===== config.mk =====
export PLATFORM = sky130hd
export DESIGN_NAME = online_mult_seq_flat
export DESIGN_NICKNAME = d
export VERILOG_FILES = /design/src/rtl/online_mult_seq_if.sv /design/src/rtl/online_mult_seq.sv /design/src/flat_wrapper.sv
export SDC_FILE = /design/constraint.sdc
export NUM_CORES = 1
export LEC_CHECK = 0
export CORE_MARGIN = 2
export CORE_UTILIZATION = 34
export DETAILED_ROUTE_END_ITERATION = 8
export HOLD_SLACK_MARGIN = 0.02
export PLACE_DENSITY = 0.7
export SLEW_MARGIN = 20
export SYNTH_ARGS = -nofsm -noshare
export SYNTH_HDL_FRONTEND = slang
export SYNTH_SLANG_ARGS = --single-unit

===== constraint.sdc =====
create_clock -name clk -period 1.8 [get_ports clk]
set_clock_uncertainty 0.15 [all_clocks]
set_input_delay 0.36 -clock clk [delete_from_list [all_inputs] [get_ports clk]]
set_output_delay 0.36 -clock clk [all_outputs]
set_load 0.03 [all_outputs]

===== src/rtl/online_mult_seq_if.sv =====
// Handshake bundle for the online multiplier sequencer: operation control
// plus the serial input-digit and output-digit valid/ready pairs.
interface online_mult_seq_if;
  logic start;
  logic busy;
  logic done;
  logic in_valid;
  logic in_ready;
  logic out_valid;
  logic out_ready;

  modport slave (
    input  start, in_valid, out_ready,
    output busy, done, in_ready, out_valid
  );

  modport master (
    output start, in_valid, out_ready,
    input  busy, done, in_ready, out_valid
  );
endinterface


===== src/rtl/online_mult_seq.sv =====
// Iteration sequencer for a radix-2 MSD-first online multiplier: counts the
// N+DELTA iterations, splits warm-up/steady/flush and pairs the handshakes.
module online_mult_seq #(
  parameter int N     = 8,
  parameter int DELTA = 3,
  parameter int CW    = 4
) (
  input  logic                clk,
  input  logic                rst,
  online_mult_seq_if.slave    hs,
  output logic                step_en,
  output logic                clr_w,
  output logic [CW-1:0]       app_idx,
  output logic [CW-1:0]       k,
  output logic                in_phase,
  output logic                out_phase,
  output logic                last
);

  typedef enum logic [1:0] {
    S_IDLE = 2'd0,
    S_RUN  = 2'd1,
    S_DONE = 2'd2
  } state_t;

  localparam logic [CW-1:0] N_C     = CW'(N);
  localparam logic [CW-1:0] DELTA_C = CW'(DELTA);
  localparam logic [CW-1:0] LAST_C  = CW'(N + DELTA - 1);

  state_t        state_q, state_d;
  logic [CW-1:0] k_q, k_d;
  logic          in_ready_s;
  logic          out_valid_s;
  logic          done_s;

  // Phase decodes depend only on k, so they read sensibly even in IDLE.
  assign in_phase  = (k_q < N_C);
  assign out_phase = (k_q >= DELTA_C);
  assign last      = (k_q == LAST_C);
  assign k         = k_q;
  assign app_idx   = in_phase ? k_q : {CW{1'b0}};

  assign hs.busy      = (state_q != S_IDLE);
  assign hs.done      = done_s;
  assign hs.in_ready  = in_ready_s;
  assign hs.out_valid = out_valid_s;

  // State and iteration counter register.
  always_ff @(posedge clk or posedge rst) begin
    if (rst) begin
      state_q <= S_IDLE;
      k_q     <= {CW{1'b0}};
    end else begin
      state_q <= state_d;
      k_q     <= k_d;
    end
  end

  // Next-state and handshake decode; a stall on either side stalls both.
  always_comb begin
    state_d     = state_q;
    k_d         = k_q;
    step_en     = 1'b0;
    clr_w       = 1'b0;
    in_ready_s  = 1'b0;
    out_valid_s = 1'b0;
    done_s      = 1'b0;
    case (state_q)
      S_IDLE: begin
        clr_w = hs.start;
        if (hs.start) begin
          state_d = S_RUN;
          k_d     = {CW{1'b0}};
        end else begin
          state_d = S_IDLE;
          k_d     = k_q;
        end
      end
      S_RUN: begin
        step_en     = (!in_phase || hs.in_valid) && (!out_phase || hs.out_ready);
        in_ready_s  = in_phase && (!out_phase || hs.out_ready);
        out_valid_s = out_phase && (!in_phase || hs.in_valid);
        if (step_en && last) begin
          state_d = S_DONE;
          k_d     = {CW{1'b0}};
        end else if (step_en) begin
          state_d = S_RUN;
          k_d     = k_q + CW'(1);
        end else begin
          state_d = S_RUN;
          k_d     = k_q;
        end
      end
      S_DONE: begin
        done_s  = 1'b1;
        state_d = S_IDLE;
        k_d     = {CW{1'b0}};
      end
      default: begin
        state_d = S_IDLE;
        k_d     = {CW{1'b0}};
      end
    endcase
  end

endmodule


===== src/flat_wrapper.sv =====
// flat-port wrapper written by rule: the top's interface ports become plain ports
module online_mult_seq_flat 
#(
  parameter int N     = 8,
  parameter int DELTA = 3,
  parameter int CW    = 4
)
  (clk, rst, step_en, clr_w, app_idx, k, in_phase, out_phase, last, hs_start, hs_in_valid, hs_out_ready, hs_busy, hs_done, hs_in_ready, hs_out_valid);
  online_mult_seq_if hs_i ();
  input  logic clk;
  input  logic rst;
  output logic step_en;
  output logic clr_w;
  output logic [CW-1:0] app_idx;
  output logic [CW-1:0] k;
  output logic in_phase;
  output logic out_phase;
  output logic last;
  input wire logic [$bits(hs_i.start)-1:0] hs_start;
  input wire logic [$bits(hs_i.in_valid)-1:0] hs_in_valid;
  input wire logic [$bits(hs_i.out_ready)-1:0] hs_out_ready;
  output wire logic [$bits(hs_i.busy)-1:0] hs_busy;
  output wire logic [$bits(hs_i.done)-1:0] hs_done;
  output wire logic [$bits(hs_i.in_ready)-1:0] hs_in_ready;
  output wire logic [$bits(hs_i.out_valid)-1:0] hs_out_valid;
  assign hs_i.start = hs_start;
  assign hs_i.in_valid = hs_in_valid;
  assign hs_i.out_ready = hs_out_ready;
  assign hs_busy = hs_i.busy;
  assign hs_done = hs_i.done;
  assign hs_in_ready = hs_i.in_ready;
  assign hs_out_valid = hs_i.out_valid;
  online_mult_seq #(.N(N), .DELTA(DELTA), .CW(CW)) u_core (.clk(clk), .rst(rst), .hs(hs_i), .step_en(step_en), .clr_w(clr_w), .app_idx(app_idx), .k(k), .in_phase(in_phase), .out_phase(out_phase), .last(last));
endmodule

==> impl_metrics.env, run 1 <==
export IMPL_r2r_cells=8
export IMPL_dp_slack_ns=-0.0956
export IMPL_postRouteAntennaNets=0
export IMPL_place_hpwl_um=969
export IMPL_rsz0062_at_grt="yes"
export IMPL_violations="negative setup slack"
export IMPL_cp_required_ns=1.29
export IMPL_clkPwrFrac_pct=6.7
export IMPL_routed_wirelength_um=1450
export IMPL_outcome="complete, but fails checks"
export IMPL_cts_tree="done"
export IMPL_grt_pass1_vias=444
export IMPL_worst_setup_path_start_kind="flip-flop"
export IMPL_crit_start="u_core.k[0]$_DFFE_PP0P_"
export IMPL_synth_cell_type_count=27
export IMPL_synthesis_area_um2=458
export IMPL_num_fill_cells=83
export IMPL_power_switching_uw=929
export IMPL_utilization_pct=74.3
export IMPL_use_met2_pct=34.1
export IMPL_final_common_cell="buf_4"
export IMPL_p_seq_share_pct=12.5
export IMPL_rows=13
export IMPL_synth_seq_area_share_pct=32.8
export IMPL_core_um2=1280
export IMPL_vias=543
export IMPL_gp_congestion=0.711
export IMPL_grt_start_max_net_pins=7
export IMPL_yosysWarnings=0
export IMPL_rrSetupSlack_ns=-0.13
export IMPL_critPathKind="reg2out"
export IMPL_hold_viol=0
export IMPL_io_pins=22
export IMPL_setup_slack_ns=-0.215
export IMPL_timing_fmax_mhz=496
export IMPL_area_growth_pct=108
export IMPL_final_nets=103
export IMPL_worstSkewPairLatency_ns=0.24
export IMPL_comb_power_share_pct=80.8
export IMPL_total_leakage_power_uw=0.000455
export IMPL_drive_gt1_share_pct=61.1
export IMPL_grt_busiest_layer="met2"
export IMPL_htreeDepth=1
export IMPL_endpoint="last"
export IMPL_clk_path_buf_depth=2
export IMPL_synth_nets=60
export IMPL_setup_violations=8
export IMPL_cts_made_buffers=3
export IMPL_ir_drop_v=0.00106
export IMPL_syn_inst=53
export IMPL_r2r_end="u_core.k[3]$_DFFE_PP0P_"
export IMPL_final_cell_area_um2=955
export IMPL_hold_slack_ns=0.176
export IMPL_met1_usage_pct=19.6
export IMPL_slew_violations=0
export IMPL_worstSetupEndpointType="output pin"
export IMPL_grt_overflow_total=0
export IMPL_period_minus_slack_ns=2.01
export IMPL_clock_sinks=6
export IMPL_start_util_pct=35.6
export IMPL_cts_root_buffer="clkbuf_4"
export IMPL_min_path_type="in2async"
export IMPL_firstDrtPassIters=4
export IMPL_antenna_found_initial=0
export IMPL_r2r_start="u_core.k[0]$_DFFE_PP0P_"
export IMPL_drt_initial_drc_count=10
export IMPL_drc_errors=0
export IMPL_power_total_uw=1980
export IMPL_p_per_area_nw_per_um2=2080
export IMPL_grt_pass1_wl_um=1880
export IMPL_place_area_um2=749
export IMPL_port_buffers=20
export IMPL_met3_usage_pct=4.89
export IMPL_dieArea_um2=1660
export IMPL_layout_common_cells="buf_4 (17), buf_6 (13), nor2_1 (6), dlygate4sd2_1 (5)"
export IMPL_die_h_um=40.7
export IMPL_fin_crit_sh_pct=112
export IMPL_intPower_uw=1050
export IMPL_worstPathMaxFanout=5
export IMPL_critical_path_arrival_ns=1.50
export IMPL_syn_avg_cell_area_um2=8.64
export IMPL_routed_via_density=4.94
export IMPL_antennaDiodeCount=0
export IMPL_maxCapViolCount=0
export IMPL_swShare_pct=46.9
export IMPL_die_w_um=40.7
export IMPL_track_usage_pct=18.2
export IMPL_ys_ff_latch=6
export IMPL_clkSlewWorstSetupHoldPaths_ns=0.05
export IMPL_routedWlPerCell_um=13.2
-- metrics by stage --
stage                     cells  TNS [ns]
after floorplan              53    -0.121
after global placement       98    -0.497
after detailed placement     98    -0.500
after CTS                   106    -0.476
after global routing        110     -1.72
final                       110     -1.16
-- critical path, stage by stage, from the launching register on --
cell and delay, ns:
dfrtp_2 0.42, buf_4 0.14, buf_6 0.12, inv_2 0.05, ha_1 0.14, nand3b_1 0.15
inv_2 0.11, buf_6 0.13
-- cell families after synthesis --
family / count (synthesis) / synth area share [%]
and+or+nand+nor: 26 / 32.8
AOI/OAI and AO/OA: 9 / 18.3
buffers and inverters: 9 / 9.84
DFF: 6 / 32.8
adders and majority gates: 2 / 5.46
other: 1 / 0.819
-- state kept, by name (all words and copies together), names as in the netlist --
| signal | flops |
|---|---|
| u_core.k | 4 |
| u_core.state_q | 2 |
-- how the worst min path moves through the flow --
stage | to | start | cells past startpoint
finish | u_core.k[3]$_DFFE_PP0P_ | rst | 2
global route | u_core.k[0]$_DFFE_PP0P_ | rst | 2
CTS | u_core.k[1]$_DFFE_PP0P_ | rst | 2
detailed placement | u_core.state_q[0]$_DFF_PP0_ | u_core.state_q[1]$_DFF_PP0_ | 2
global placement | u_core.state_q[0]$_DFF_PP0_ | u_core.state_q[1]$_DFF_PP0_ | 2
floorplan | u_core.k[2]$_DFFE_PP0P_ | rst | 1
-- cell type report --
cell class / instances / area (um^2) / area share [%]
clock buffer: 4 / 26.3 / 2.75
inverter: 7 / 26.3 / 2.75
multi-input combinational: 38 / 367 / 38.4
sequential: 6 / 154 / 16.1
tap: 15 / 18.8 / 1.97
timing repair buffer: 40 / 363 / 38.0
-- synth_stat cells --
cell type	count	share of area, %
o2bb2ai_1	1	1.9
inv_1	7	5.7
o21ai_0	1	1.1
buf_6	1	2.5
nor2b_1	1	1.4
or2_2	1	1.4
nand3_1	1	1.1
nand2b_1	1	1.4
and2b_2	2	3.8
a21o_1	1	1.6
nor3_1	3	3.3
nand3b_1	1	1.6
o2111ai_2	1	3.3
conb_1	1	0.82
buf_4	1	1.6
ha_1	2	5.5
or2_4	2	3.8
o41ai_1	1	1.9
nor2_1	10	8.2
dfrtp_1	6	33
nor3_4	1	3.6
a211o_1	1	1.9
nand2_1	2	1.6
a311oi_1	1	1.9
and2b_1	1	1.6
a31oi_1	1	1.4
a311oi_2	1	3.3
-- power by group through the flow --
stage	logic, uW	registers (uW)	clock network [uW]
finish	1600	248	132
global route	1700	256	154
CTS	1340	250	138
detailed placement	1210	238	0
global placement	1200	235	0
floorplan	625	338	0
-- per-layer routing --
layer / part of all wire [%] / vias to the layer above / wire length, um
met2: 53 / 21 / 775
met5: 0 / - / 0
li1: - / 262 / -
met1: 40 / 258 / 588
met4: 1.0 / 0 / 15
met3: 5.1 / 2 / 74
-- repair_timing --
| item | in CTS | in global routing |
|---|---|---|
| hold buffers | 0 | 0 |
| endpoints found under the hold margin | 0 | 0 |
| pin swaps | 3 | 6 |
| buffers inserted | 4 | 4 |
| endpoints found under the setup margin | 12 | 10 |
| gates resized for setup | 25 | 19 |
(Power assumes the default switching activity.)
==> run 2, diff against run 1 <==
Settings changed: PLACE_DENSITY 0.7 to 0.74.
==> impl_metrics.env, run 2 (synthesis gave the netlist of run 1 again) <==
export IMPL_outcome="complete, but fails checks"
export IMPL_violations="negative setup slack"
export IMPL_worstPathCellList="ha_4, nor3_4, buf_6, nor2_4, nor3_4, buf_6"
export IMPL_die_w_um=40.7
export IMPL_routedWlPerCell_um=12.3
export IMPL_clock_sinks=6
export IMPL_critical_path_arrival_ns=1.46
export IMPL_cp_top_family="flip-flops"
export IMPL_cp_required_ns=1.29
export IMPL_htreeDepth=1
export IMPL_holdBufCountCts=0
export IMPL_critPathKind="reg2out"
export IMPL_worst_setup_path_start_kind="flip-flop"
export IMPL_clk_path_buf_depth=2
export IMPL_total_leakage_power_uw=0.000422
export IMPL_critPathMaxStageDelay_ns=0.42
export IMPL_die_h_um=40.7
export IMPL_fin_crit_sh_pct=109
export IMPL_routed_wirelength_um=1310
export IMPL_clkSlewWorstSetupHoldPaths_ns=0.05
export IMPL_num_fill_cells=91
export IMPL_setup_violations=5
export IMPL_drive_gt1_share_pct=56.0
export IMPL_place_area_um2=742
export IMPL_worstSetupEndpointType="output pin"
export IMPL_largest_reg_flops=4
export IMPL_place_hpwl_um=906
export IMPL_area_growth_pct=90.7
export IMPL_grt_pass1_wl_um=1740
export IMPL_rsz0062_at_grt="yes"
export IMPL_hold_slack_ns=0.177
export IMPL_timing_fmax_mhz=509
export IMPL_cts_tree="done"
export IMPL_min_path_type="in2async"
export IMPL_slew_violations=0
export IMPL_rows=13
export IMPL_critPathBufInv=2
export IMPL_p_per_area_nw_per_um2=2000
export IMPL_dieArea_um2=1660
export IMPL_ir_drop_v=0.000840
export IMPL_grt_pass1_vias=422
export IMPL_r2r_cells=8
export IMPL_drc_errors=0
export IMPL_final_common_cell="buf_4"
export IMPL_core_um2=1280
export IMPL_firstDrtPassIters=3
export IMPL_grt_start_max_net_pins=7
export IMPL_critPathSlowestCell="dfrtp_2"
export IMPL_setup_slack_ns=-0.166
export IMPL_worstPathMaxFanout=3
export IMPL_worstSkewPairLatency_ns=0.24
export IMPL_maxCapViolCount=0
export IMPL_hold_viol=0
export IMPL_gp_congestion=0.693
export IMPL_layout_common_cells="buf_4 (18), buf_6 (8), nor2_1 (6), dlygate4sd2_1 (6)"
export IMPL_period_minus_slack_ns=1.97
export IMPL_cts_root_buffer="clkbuf_4"
export IMPL_grt_overflow_total=0
export IMPL_routed_via_density=4.71
export IMPL_final_cell_area_um2=873
export IMPL_vias=499
export IMPL_rrSetupSlack_ns=0
export IMPL_dp_slack_ns=-0.0728
export IMPL_io_pins=22
export IMPL_final_nets=99
export IMPL_antennaDiodeCount=0
export IMPL_port_buffers=20
export IMPL_path_depth=6
export IMPL_postRouteAntennaNets=0
export IMPL_antenna_found_initial=0
export IMPL_track_usage_pct=17.0
export IMPL_start_util_pct=35.6
export IMPL_cts_made_buffers=3
export IMPL_drt_initial_drc_count=12
-- run 2: timing repair --
action,4_1_cts,5_1_grt
setup buffers,4,1
setup endpoints to repair,12,12
endpoints found under the hold margin,0,0
pin swaps,2,0
resized for setup,21,12
-- run 2: where the power goes --
part	internal, uW	switching (uW)	total (uW)
Combinational	637	723	1360
Clock	83.9	47.2	131
Sequential	191	61.0	252
Total	912	831	1740
-- run 2: routing by layer --
layer  vias to the layer above  global-route usage, %  part of all wire [%]
li1                        255                      -                     -
met1                       229                   18.6                    40
met2                        13                   29.0                    55
met3                         2                   3.26                   3.5
met4                         0                   12.5                  0.61
met5                         -                      0                     0
-- run 2: path summary, 6_finish.rpt --
kind / from / to
max in group asynchronous: rst / u_core.k[0]$_DFFE_PP0P_
worst min register to register: u_core.state_q[1]$_DFF_PP0_ / u_core.state_q[0]$_DFF_PP0_
worst max register to register: u_core.k[0]$_DFFE_PP0P_ / u_core.k[3]$_DFFE_PP0P_
min in group clk: u_core.state_q[1]$_DFF_PP0_ / u_core.state_q[0]$_DFF_PP0_
worst max-delay path: u_core.k[0]$_DFFE_PP0P_ / hs_in_ready
worst min-delay path: rst / u_core.k[3]$_DFFE_PP0P_
-- run 2: cell type report --
class                   count  area [um^2]  area share, %
flip-flops and latches      6          154           17.6
clock buffers               4         26.3           3.01
well taps                  15         18.8           2.15
repair buffers             36          318           36.4
multi-input cells          38          330           37.8
inverters                   7         26.3           3.01
-- run 2: per-stage QoR --
stage | cells | util, % | setup TNS (ns) | power, uW
after floorplan | 53 | - | -0.121 | 963
after global placement | 97 | 57.7 | -0.331 | 1410
after CTS | 105 | 64.9 | -0.446 | 1660
after detailed placement | 97 | 57.7 | -0.449 | 1430
after global routing | 106 | 68.0 | -0.938 | 1870
final | 106 | 68.0 | -0.407 | 1740
==> run 3, diff against run 2 <==
Settings changed: CAP_MARGIN set to 20.
==> results of run 3 <==
No change in the layout: final DEF, timing and power equal those of run 2.
